==> src/rtl/multicycle_ctrl_pkg.sv <==
// multicycle_ctrl_pkg: state enumeration, opcode constants and ALU select encodings
package multicycle_ctrl_pkg;
    typedef enum logic [3:0] {
        FETCH, DECODE, EX_R, EX_I, MEM_ADDR, MEM_RD, LD_WB, MEM_WR, BRANCH, ALU_WB, FAULT
    } state_t;
    localparam logic [6:0] OP_R      = 7'b0110011;
    localparam logic [6:0] OP_I      = 7'b0010011;
    localparam logic [6:0] OP_LOAD   = 7'b0000011;
    localparam logic [6:0] OP_STORE  = 7'b0100011;
    localparam logic [6:0] OP_BRANCH = 7'b1100011;
    localparam logic [1:0] ALU_ADD   = 2'b00;
    localparam logic [1:0] ALU_SUB   = 2'b01;
    localparam logic [1:0] ALU_FUNCT = 2'b10;
    localparam logic [1:0] SRCB_RS2  = 2'd0;
    localparam logic [1:0] SRCB_4    = 2'd1;
    localparam logic [1:0] SRCB_IMM  = 2'd2;
endpackage

==> src/rtl/multicycle_ctrl_if.sv <==
// multicycle_ctrl_if: shared-memory request/ready handshake between controller and memory
interface multicycle_ctrl_if;
    logic mem_req;
    logic mem_read;
    logic mem_write;
    logic iord;
    logic mem_ready;
    modport master(output mem_req, mem_read, mem_write, iord, input mem_ready);
    modport slave(input mem_req, mem_read, mem_write, iord, output mem_ready);
endinterface

==> src/rtl/multicycle_ctrl_wait_timer.sv <==
// mc_wait_timer: counts mem_ready-low cycles in a memory state and flags the timeout cycle
module mc_wait_timer #(
    parameter int MEM_TIMEOUT = 16
) (
    input  logic clk,
    input  logic rst,
    input  logic clear,
    input  logic inc,
    output logic expired
);
    localparam int W = $clog2(MEM_TIMEOUT + 1);
    logic [W-1:0] cnt;
    always_ff @(posedge clk or negedge rst)
        if (!rst) cnt <= '0;
        else if (clear) cnt <= '0;
        else if (inc) cnt <= cnt + 1'b1;
    assign expired = cnt == W'(MEM_TIMEOUT - 1);
endmodule

==> src/rtl/multicycle_ctrl.sv <==
// multicycle_ctrl: multicycle RISC-V control FSM; define MULTICYCLE_CTRL_PERF_EN for instret/cycles counters
module multicycle_ctrl
    import multicycle_ctrl_pkg::*;
#(
    parameter int MEM_TIMEOUT = 16
) (
    input  logic                     clk,
    input  logic                     rst,
    input  logic [6:0]               opcode,
    input  logic                     zero,
    multicycle_ctrl_if.master        mem,
    output logic                     ir_write,
    output logic                     pc_write,
    output logic                     aluout_write,
    output logic                     reg_write,
    output logic                     mem_to_reg,
    output logic                     pc_src,
    output logic                     alu_src_a,
    output logic [1:0]               alu_src_b,
    output logic [1:0]               alu_op,
    output logic [3:0]               state,
    output logic                     fault
`ifdef MULTICYCLE_CTRL_PERF_EN
    ,
    output logic [31:0]              instret,
    output logic [31:0]              cycles
`endif
);
    state_t cur, nxt;
    logic in_mem, expired, fetch_done;
    assign in_mem = cur inside {FETCH, MEM_RD, MEM_WR};
    mc_wait_timer #(.MEM_TIMEOUT(MEM_TIMEOUT)) u_timer (
        .clk(clk),
        .rst(rst),
        .clear(nxt != cur),
        .inc(in_mem && !mem.mem_ready),
        .expired(expired)
    );
    always_ff @(posedge clk or negedge rst)
        if (!rst) cur <= FETCH;
        else cur <= nxt;
    always_comb begin
        nxt = cur;
        case (cur)
            FETCH:      nxt = mem.mem_ready ? DECODE : expired ? FAULT : FETCH;
            DECODE:     nxt = opcode == OP_R ? EX_R :
                              opcode == OP_I ? EX_I :
                              (opcode == OP_LOAD || opcode == OP_STORE) ? MEM_ADDR :
                              opcode == OP_BRANCH ? BRANCH : FAULT;
            EX_R, EX_I: nxt = ALU_WB;
            MEM_ADDR:   nxt = opcode == OP_STORE ? MEM_WR : MEM_RD;
            MEM_RD:     nxt = mem.mem_ready ? LD_WB : expired ? FAULT : MEM_RD;
            MEM_WR:     nxt = mem.mem_ready ? FETCH : expired ? FAULT : MEM_WR;
            LD_WB, ALU_WB, BRANCH: nxt = FETCH;
            default:    nxt = FAULT;
        endcase
    end
    assign fetch_done    = cur == FETCH && mem.mem_ready && rst;
    assign mem.mem_req   = in_mem;
    assign mem.mem_read  = cur == FETCH || cur == MEM_RD;
    assign mem.mem_write = cur == MEM_WR;
    assign mem.iord      = cur == MEM_RD || cur == MEM_WR;
    assign ir_write      = fetch_done;
    assign pc_write      = fetch_done || (cur == BRANCH && zero);
    assign aluout_write  = cur inside {DECODE, EX_R, EX_I, MEM_ADDR};
    assign reg_write     = cur inside {ALU_WB, LD_WB};
    assign mem_to_reg    = cur == LD_WB;
    assign pc_src        = cur == BRANCH;
    assign alu_src_a     = cur inside {EX_R, EX_I, MEM_ADDR, BRANCH};
    assign alu_src_b     = cur == FETCH ? SRCB_4 : cur inside {DECODE, EX_I, MEM_ADDR} ? SRCB_IMM : SRCB_RS2;
    assign alu_op        = cur inside {EX_R, EX_I} ? ALU_FUNCT : cur == BRANCH ? ALU_SUB : ALU_ADD;
    assign state         = cur;
    assign fault         = cur == FAULT;
`ifdef MULTICYCLE_CTRL_PERF_EN
    always_ff @(posedge clk or negedge rst)
        if (!rst) begin
            instret <= '0;
            cycles  <= '0;
        end else begin
            if (cur != FAULT) cycles <= cycles + 32'd1;
            if (nxt == FETCH && cur inside {ALU_WB, LD_WB, MEM_WR, BRANCH}) instret <= instret + 32'd1;
        end
`endif
endmodule

==> src/flat_wrapper.sv <==
// flat-port wrapper written by rule: the top's interface ports become plain ports
module multicycle_ctrl_flat import multicycle_ctrl_pkg::*;
#(
    parameter int MEM_TIMEOUT = 16
)
  (clk, rst, opcode, zero, ir_write, pc_write, aluout_write, reg_write, mem_to_reg, pc_src, alu_src_a, alu_src_b, alu_op, state, fault, mem_mem_req, mem_mem_read, mem_mem_write, mem_iord, mem_mem_ready);
  multicycle_ctrl_if mem_i ();
  input  logic clk;
  input  logic rst;
  input  logic [6:0] opcode;
  input  logic zero;
  output logic ir_write;
  output logic pc_write;
  output logic aluout_write;
  output logic reg_write;
  output logic mem_to_reg;
  output logic pc_src;
  output logic alu_src_a;
  output logic [1:0] alu_src_b;
  output logic [1:0] alu_op;
  output logic [3:0] state;
  output logic fault;
  output wire logic [$bits(mem_i.mem_req)-1:0] mem_mem_req;
  output wire logic [$bits(mem_i.mem_read)-1:0] mem_mem_read;
  output wire logic [$bits(mem_i.mem_write)-1:0] mem_mem_write;
  output wire logic [$bits(mem_i.iord)-1:0] mem_iord;
  input wire logic [$bits(mem_i.mem_ready)-1:0] mem_mem_ready;
  assign mem_mem_req = mem_i.mem_req;
  assign mem_mem_read = mem_i.mem_read;
  assign mem_mem_write = mem_i.mem_write;
  assign mem_iord = mem_i.iord;
  assign mem_i.mem_ready = mem_mem_ready;
  multicycle_ctrl #(.MEM_TIMEOUT(MEM_TIMEOUT)) u_core (.clk(clk), .rst(rst), .opcode(opcode), .zero(zero), .mem(mem_i), .ir_write(ir_write), .pc_write(pc_write), .aluout_write(aluout_write), .reg_write(reg_write), .mem_to_reg(mem_to_reg), .pc_src(pc_src), .alu_src_a(alu_src_a), .alu_src_b(alu_src_b), .alu_op(alu_op), .state(state), .fault(fault));
endmodule
==> config.mk <==
export PLATFORM = sky130hd
export DESIGN_NAME = multicycle_ctrl_flat
export DESIGN_NICKNAME = d
export VERILOG_FILES = /design/src/rtl/multicycle_ctrl_pkg.sv /design/src/rtl/multicycle_ctrl_if.sv /design/src/rtl/multicycle_ctrl_wait_timer.sv /design/src/rtl/multicycle_ctrl.sv /design/src/flat_wrapper.sv
export SDC_FILE = /design/constraint.sdc
export NUM_CORES = 1
export LEC_CHECK = 0
export ABC_AREA = 1
export CAP_MARGIN = 20
export CORE_UTILIZATION = 44
export DETAILED_ROUTE_END_ITERATION = 16
export PLACE_DENSITY_LB_ADDON = 0.25
export SKIP_CTS_REPAIR_TIMING = 1
export SYNTH_ARGS = -nofsm -noshare
export SYNTH_HDL_FRONTEND = slang
export SYNTH_SLANG_ARGS = --single-unit
export TNS_END_PERCENT = 5
==> constraint.sdc <==
create_clock -name clk -period 2 [get_ports clk]
set_input_delay 0.4 -clock clk [delete_from_list [all_inputs] [get_ports clk]]
set_output_delay 0.4 -clock clk [all_outputs]
set_load 0.01 [all_outputs]
Word level (Yosys, flattened, before mapping)
Cells that the tools add are included.
{ "totals": {"ff_bits": 9, "word_cells": 57, "inputBits": 11} }
{ "op_classes": {"reduce_logical": 19, "add_sub_neg": 1, "n_mux": 18, "eq_ne": 17} }
{ "ops": {"columns": ["cell", "n"], "rows": [
  ["$mux 4", 9],
  ["$pmux 4 s7", 1],
  ["$eq 4x3->1 const B", 4],
  ["$eq 7x6->1 const B", 2],
  ["$eq 4x4->1 const B", 3],
  ["$mux 2", 5],
  ["$mux 5", 2],
  ["$eq 4x2->1 const B", 2],
  ["$reduce_bool 4->1", 2],
  ["$eq 7x2->1 const B", 1],
  ["$eq 7x5->1 const B", 1],
  ["$eq 7x7->1 const B", 1],
  ["$reduce_bool 2->1", 3],
  ["$reduce_bool 3->1", 2],
  ["$add 5x1->5 const B", 1],
  ["$eq 5x4->1 const B", 1],
  ["$eq 4x1->1 const B", 1],
  ["$logic_and 1x1->1", 4],
  ["$logic_not 4->1", 1],
  ["$logic_or 1x1->1", 4],
  ["$ne 4x4->1", 1],
  ["$reduce_or 3->1", 1],
  ["$reduce_or 2->1", 1],
  ["$logic_not 1->1", 1],
  ["$mux 1", 1]
]} }

Longest topological paths before layout
Gate-level depths: netlist of run 1.
{ "logic_depth": {"ltp_word": 8, "depth_mapped": 15, "mapped_depth_nobuf": 15} }

By module
Synthesis of run 1 repeated with hierarchy kept, for this count alone.
{ "hier_totals": {"cells_unflattened": 138, "hier_area_um2": 802.0} }
{ "modules_own_cells": {"columns": ["module", "seq_area_each_um2", "cells_each", "area_per_inst_um2", "instances"], "rows": [
  ["multicycle_ctrl", 100.1, 107, 538.0, 1],
  ["mc_wait_timer", 125.1, 31, 264.0, 1]
]} }

Least setup slack after synthesis of run 1
OpenSTA, ideal clock, no wires.
{ "synth_path": {"kind": "flip-flop to flip-flop", "startpoint": "reg u_core.u_timer.cnt[0]", "endpoint": "reg u_core.u_timer.cnt[0]", "setup_ns": 0.071, "stages_incl_launch_ff": 16, "t_arrival_ns": 1.650, "setup_slack_ns": 0.279, "path_cell_list": "dfrtp_1 ha_1 inv_1 nor2_1 ha_1 nor2_1 inv_1 nand2_1 nand2_1 nor2_1 nand2_1 nand2_1 nand2_1 nor2_2 nand2_2 nor2_1"} }
{ "synth_between": {"elab_chain_cells": 6, "elab_cells_between_ends": 13} }
{ "synth_rtl": {"columns": ["item", "line_no", "text"], "rows": [
  ["start: declaration", "multicycle_ctrl_wait_timer.sv:12", "logic [W-1:0] cnt;"],
  ["start signal: assignment", "multicycle_ctrl_wait_timer.sv:16", "else if (inc) cnt <= cnt + 1'b1;"],
  ["$eq 5x4->1 (*)", "multicycle_ctrl_wait_timer.sv:17", "assign expired = cnt == W'(MEM_TIMEOUT - 1);"],
  ["$mux 4, on equally long branches (2 in series)", "multicycle_ctrl.sv:52, multicycle_ctrl.sv:45", null],
  ["$pmux 4 s7 (*)", "multicycle_ctrl.sv:44", "case (cur)"],
  ["named net u_core.nxt[1]", "multicycle_ctrl.sv:29", "state_t cur, nxt;"],
  ["$ne 4x4->1 (*)", "multicycle_ctrl.sv:35", ".clear(nxt != cur),"],
  ["$mux 5 or $reduce_bool 2->1 (tied branches)", null, null]
]} }
The timed path passes the listed nets; every way through them passes the cells marked *. The select of a mux whose other input is x is not followed.
A chain may end at the register's enable or synchronous reset.

Final worst setup path of run 1
{ "layout_path": {"startpoint": "reg u_core.cur[2] (netlist: u_core.state[2])", "endpoint": "out alu_op[1]"} }
{ "layout_between": {"elab_chain_cells": 3, "elab_cells_between_ends": 4} }
{ "layout_rtl": {"columns": ["item", "line_no", "text"], "rows": [
  ["start: declaration", "multicycle_ctrl.sv:29", null],
  ["start signal: assignment", "multicycle_ctrl.sv:41", "else cur <= nxt;"],
  ["$eq 4x2->1", "multicycle_ctrl.sv:71", "assign alu_op = cur inside {EX_R, EX_I} ? ALU_FUNCT : cur == BRANCH ? ALU_SUB : ALU_ADD;"],
  ["$reduce_bool 2->1 (*)", "multicycle_ctrl.sv:71", null],
  ["$mux 2 (*)", "multicycle_ctrl.sv:71", null],
  ["end: declaration", "flat_wrapper.sv:20", "output logic [1:0] alu_op;"]
]} }
Mark *: on every way between the ends. The rest lies on a longest branch, timed or not.

==> out/metrics.csv, run 1 <==
metric;value;unit
Die W;45.9;um
CTS Buffer Depth;2;
Via density;5.00;
switching share of power;23.8;%
Primary FF master, synth;dfrtp_1;
n_diodes;0;
sequential fraction of the synthesis area;26.5;%
Worst Path Arrival;1.79;ns
Worst Hold Class;input pin to async pin;
R2R Path End;u_core.u_timer.cnt[1]$_DFFE_PN0P_;
vias;1070;
Syn Nets;154;
clk sinks;9;
largest area contributor in the netlist;dfrtp_1;
total CTS buffers;3;
core area;1760;um^2
CTS tree;done;
Design Power;369;uW
slew margin rel.;84.6;%
GRT Overall Usage;26.5;%
GP Congestion;0.999;
drt drc;0;
initial antenna violation count;0;
clock insertion delay at the later pin of the skew report;0.27;ns
failing checks;setup timing;
Slew Viols, Final;0;
Seq pwr share;49.3;%
Critical Path Slowest Stage Cell;clkdlybuf4s50_1;
placed cell count;210;
RR Startpoint;u_core.u_timer.cnt[0]$_DFFE_PN0P_;
Crit Path Class;flip-flop to output pin;
fraction of registers with async set/reset;100;%
H-Tree Depth;1;
min cycle time layout;2.19;ns
Post-Synthesis Cells;141;
Chip Height;45.9;um
Final Skew;0.00452;ns
Comb power frac;11.1;%
setup ws final;-0.186;ns
pin count of the biggest net entering global routing;10;
Crit path largest cell delay;0.52;ns
RSZ-0062 raised after global routing;yes;
layout cells sized above 1;22.2;%
routed wire length;2660;um
cell internal pwr;282;uW
flops & latches, synth;9;
drt first-iter violations;33;
vias in the first global route;943;
Clock transition at path regs;0.06;ns
PortBufs;30;
Clock Power Share;39.7;%
first-pass GRT wire length;3900;um
grt ovf;0;
Post-Syn Area;848;um^2
Post-synth EDFFs;0;
Worst Path Required;1.60;ns
clock root buffer;clkbuf_4;
post-DP HPWL;2120;um
CP startpoint kind;flip-flop;
ranking of synthesized cells by area;dfrtp_1, nand2_1, nor2_1, inv_1, nand3_1;
post-synth top area share;26.5;%
Final nets;203;
Final Hold Vio Count;0;
most frequent CP cell;buf_4;
maxcap violations;0;
NetSw;87.9;uW
Max Freq;0.457;GHz
Std-Cell Rows;15;
power per cell area;270;nW/um^2
area grow syn2layout;61.1;%
IO Pins;31;
final setup vio count;4;
area of the die;2110;um^2
ANT nets after route;0;
1st-pass router iterations;4;
Non-Filler Instances;214;
Crit Path Max Fanout;5;
Worst Tran Pin Value;0.229;ns
status;finished with violations;
CP Cell Sequence;nor2_1 > buf_4 > nand2_2 > buf_4 > inv_1 > clkdlybuf4s50_1;
WL/cell;12.4;um
Syn. warnings;0;
Yosys cell types;22;
Critical Path End Type;output pin;
Final period util;109;%
LEAKAGE;0.890;nW
Initial Util;48.1;%
Worst R2R Setup Slack;0.08;ns
Syn Area/Cell;6.02;um^2
VDD IR max;0.000316;V
Reg2Reg Depth;13;
[worst max path at each step]
stage | startpoint | end | depth (start not counted)
after global routing | u_core.state[2]$_DFF_PN0_ | alu_op[1] | 6
after global placement | mem_mem_ready | pc_write | 4
after detailed placement | mem_mem_ready | pc_write | 4
after CTS | u_core.state[2]$_DFF_PN0_ | pc_write | 6
after floorplan | u_core.u_timer.cnt[0]$_DFFE_PN0P_ | u_core.u_timer.cnt[0]$_DFFE_PN0P_ | 15
final | u_core.state[2]$_DFF_PN0_ | alu_op[1] | 6
[area by class of cell]
| cell class | count | area (um^2) |
|---|---|---|
| Inverter | 24 | 92.6 |
| Clock buffer | 4 | 26.3 |
| Timing Repair Buffer | 45 | 443 |
| Sequential cell | 9 | 228 |
| Tap cell | 25 | 31.3 |
| Multi-Input combinational cell | 107 | 546 |
| Fill cell | 153 | 398 |
[state kept, by name, summed over array words and instances, names as in the netlist]
name and count:
u_core.u_timer.cnt 5, u_core.state 4
[power by group through the flow]
| stage | clock (mW) | sequential, mW | combinational [mW] |
|---|---|---|---|
| 6_report | 0.146 | 0.182 | 0.0410 |
| 5_1_grt | 0.157 | 0.182 | 0.0453 |
| 4_1_cts | 0.148 | 0.182 | 0.0396 |
| 3_5_place_dp | 0 | 0.185 | 0.0395 |
| 3_3_place_gp | 0 | 0.185 | 0.0375 |
| 2_1_floorplan | 0 | 0.185 | 0.00986 |
[cell families after synthesis]
family                     synth area share, %
DFF                                       26.5
AOI/OAI and AO/OA                         7.08
xor gates and xnor gates                  3.10
adders and majority gates                 2.95
buffers and inverters                     11.5
and+or+nand+nor                           48.8
[synth_stat cells, types with 2 or more instances]
cell type / n
dfrtp_1: 9
nand3_1: 10
nor2_1: 29
ha_1: 2
nor3_1: 3
inv_1: 22
nor2_2: 4
nand4_1: 4
nand2_1: 31
xor2_1: 2
nand2_2: 6
a21oi_1: 2
o21ai_0: 7
inv_2: 2
[cell usage in the layout (no fill, tap or decap), drive strengths merged]
master / n
dlymetal6s2s: 12
nor3: 3
clkdlybuf4s50: 18
nor2: 34
inv: 24
o21ai: 8
xnor2: 1
nand2: 38
o22ai: 1
buf: 15
nand4: 4
or2: 1
a21oi: 2
nand3: 10
clkbuf: 4
nand3b: 1
dfrtp: 9
xor2: 2
ha: 2
[worst max-delay path: cells and delay by family (launching register included)]
kind	cells	cell delay [ns]
buffers and inverters	4	0.85
DFF	1	0.42
and+or+nand+nor	2	0.24
[metal layers]
layer	GRT usage, %	vias to the layer above	share of wire [%]
li1	-	538	-
met1	31.0	484	42
met2	47.3	42	51
met3	7.14	6	5.2
met4	6.47	0	2.1
met5	0	-	0
[stage by stage]
step | TNS, ns | hold WS (ns) | utilization, % | worst slack [ns] | area [um^2]
4_1_cts | -2.59 | 0.448 | 74.3 | -0.372 | 1310
2_1_floorplan | 0 | 0.104 | - | 0.279 | 848
3_3_place_gp | -0.331 | 0.539 | 72.8 | -0.206 | 1280
3_5_place_dp | -0.380 | 0.558 | 72.8 | -0.247 | 1280
5_1_grt | -1.28 | 0.457 | 77.4 | -0.265 | 1370
6_report | -0.586 | 0.442 | 77.4 | -0.186 | 1370
Power figures use the tool's default switching activity.
==> inputs of run 2 (changes only) <==
--- a/config.mk
+++ b/config.mk
@@ -7,10 +7,13 @@
 export LEC_CHECK = 0
 export ABC_AREA = 1
 export CAP_MARGIN = 20
-export CORE_UTILIZATION = 44
+export CORE_UTILIZATION = 61
+export CTS_CLUSTER_SIZE = 40
 export DETAILED_ROUTE_END_ITERATION = 16
+export DONT_BUFFER_PORTS = 1
 export PLACE_DENSITY_LB_ADDON = 0.25
 export SKIP_CTS_REPAIR_TIMING = 1
+export SLEW_MARGIN = 0
 export SYNTH_ARGS = -nofsm -noshare
 export SYNTH_HDL_FRONTEND = slang
 export SYNTH_SLANG_ARGS = --single-unit
==> out/metrics.csv, run 2 (same netlist as run 1, synthesis figures left out) <==
metric;value;unit;change
area of the die;1540;um^2;-27%
layout cells sized above 1;26.2;%;+4.0 points
Via density;5.80;;+16%
Chip Height;39.3;um;-14%
status;finished clean;;
Max Freq;0.513;GHz;+12%
RSZ-0062 raised after global routing;yes;;
drt first-iter violations;46;;+39%
pin count of the biggest net entering global routing;11;;+1
clock insertion delay at the later pin of the skew report;0.25;ns;-0.02 ns
min cycle time layout;1.95;ns;-0.237 ns
clk sinks;9;;unchanged
Initial Util;65.2;%;+17 points
Std-Cell Rows;13;;-2
core area;1300;um^2;-26%
Fillers;116;;-24%
Largest register FFs;5;;unchanged
1st-pass router iterations;4;;unchanged
Critical Path End Type;output pin;;
Final Skew;0.00266;ns;-0.00186 ns
most frequent cells in the layout;nand2_1, nor2_1, inv_1;;
Crit path largest cell delay;0.49;ns;-0.03 ns
grt met1 use;35.4;%;+4.3 points
IO Pins;31;;unchanged
post-DP HPWL;1670;um;-21%
most common cell after layout, fill and taps aside;nand2_1;;
Final nets;163;;-20%
ANT nets after route;0;;unchanged
Worst Path Arrival;1.55;ns;-0.24 ns
Layout Utilization;74.5;%;-2.9 points
vias in the first global route;794;;-16%
total CTS buffers;3;;unchanged
Crit Path Max Fanout;7;;+2
CP startpoint kind;flip-flop;;
maxcap violations;0;;unchanged
power per cell area;346;nW/um^2;+28%
routed wire length;2200;um;-17%
initial antenna violation count;0;;unchanged
Crit Path Class;flip-flop to output pin;;
Clock transition at path regs;0.06;ns;about the same
grt ovf;0;;unchanged
GRT Overall Usage;30.9;%;+4.3 points
n_diodes;0;;unchanged
Worst R2R Setup Slack;0.07;ns;about the same
Final Hold Vio Count;0;;unchanged
CTS Buffer Depth;2;;unchanged
LEAKAGE;0.532;nW;-40%
Final period util;97.5;%;-12 points
Worst Hold Class;input pin to flip-flop;;
Worst Tran Pin Value;0.410;ns;+0.181 ns
VDD IR max;0.000352;V;+11%
Critical Path Slowest Stage Cell;dfrtp_1;;
Slew Viols, Final;0;;unchanged
Die W;39.3;um;-14%
first-pass GRT wire length;3190;um;-18%
GP Congestion;0.836;;-16%
GR Util met3;9.66;%;+2.5 points
slew margin rel.;72.6;%;-12 points
area grow syn2layout;14.3;%;
PortBufs;0;;-100%
vias;951;;-11%
Design Power;336;uW;-9.0%
CTS tree;done;;
CP Cell Sequence;nor2_1 > nand3_1 > o21ai_1;;
final setup vio count;0;;-4
Worst Path Required;1.60;ns;about the same
drt drc;0;;unchanged
WL/cell;13.4;um;+7.7%
global route hottest layer;met2;;
met2 GRT Util;55.8;%;+8.5 points
clock root buffer;clkbuf_4;;
H-Tree Depth;1;;unchanged
Biggest register;u_core.u_timer.cnt;;
==> run 2: cell count changes in the layout (fill, tap and decap cells not counted), moves of 4 or more <==
cell             before  now
clkdlybuf4s50_1      18    0
dlymetal6s2s_1       12    0
buf_4                15    4
nor2_1               26   22
nor2_2                6   10
==> run 2: layer usage <==
layer / up-vias / share of wire [%]
met5: - / 0
met4: 0 / 0.77
met2: 63 / 48
met1: 428 / 42
li1: 456 / -
met3: 4 / 9.5
==> run 2: critical path, delay by kind of cell, from the launching register on <==
family	cells	cell delay [ns]
and+or+nand+nor	2	0.53
AOI/OAI and AO/OA	1	0.28
DFF	1	0.49
==> run 2: per-stage QoR <==
stage          area [um^2]  hold slack [ns]  cells  TNS, ns  setup WS (ns)
2_1_floorplan          848            0.104    141        0          0.279
3_3_place_gp           875            0.105    157        0         0.0968
3_5_place_dp           875            0.105    157   -0.310        -0.0647
4_1_cts                901           -0.169    161   -0.444        -0.0915
5_1_grt                970            0.351    164   -0.209        -0.0682
6_report               970            0.361    164        0         0.0506
==> run 2: cell type report <==
cell class	instances	area (um^2)	share of cell area, %
Clock buffer	4	26.3	2.71
Inverter	24	90.1	9.29
Multi-Input combinational cell	107	568	58.6
Sequential cell	9	226	23.4
Tap cell	15	18.8	1.94
Timing Repair Buffer	5	40.0	4.13
==> run 2: report_power, final <==
| part | switching (mW) | leakage (nW) | internal [mW] | total, mW |
|---|---|---|---|---|
| logic | 0.0120 | 0.402 | 0.00690 | 0.0189 |
| clock network | 0.0584 | 0.0150 | 0.0766 | 0.135 |
| registers | 0 | 0.115 | 0.182 | 0.182 |
==> run 2: path summary, 6_finish.rpt <==
path / to / from / cells past startpoint
worst max-delay path: pc_write / u_core.state[2]$_DFF_PN0_ / 3
worst min-delay path: u_core.state[2]$_DFF_PN0_ / mem_mem_ready / 2
worst max register to register: u_core.u_timer.cnt[0]$_DFFE_PN0P_ / u_core.u_timer.cnt[1]$_DFFE_PN0P_ / 15
worst min register to register: u_core.u_timer.cnt[3]$_DFFE_PN0P_ / u_core.u_timer.cnt[3]$_DFFE_PN0P_ / 2
max in group asynchronous: u_core.state[3]$_DFF_PN0_ / rst / 1
min in group asynchronous: u_core.u_timer.cnt[4]$_DFFE_PN0P_ / rst / 1
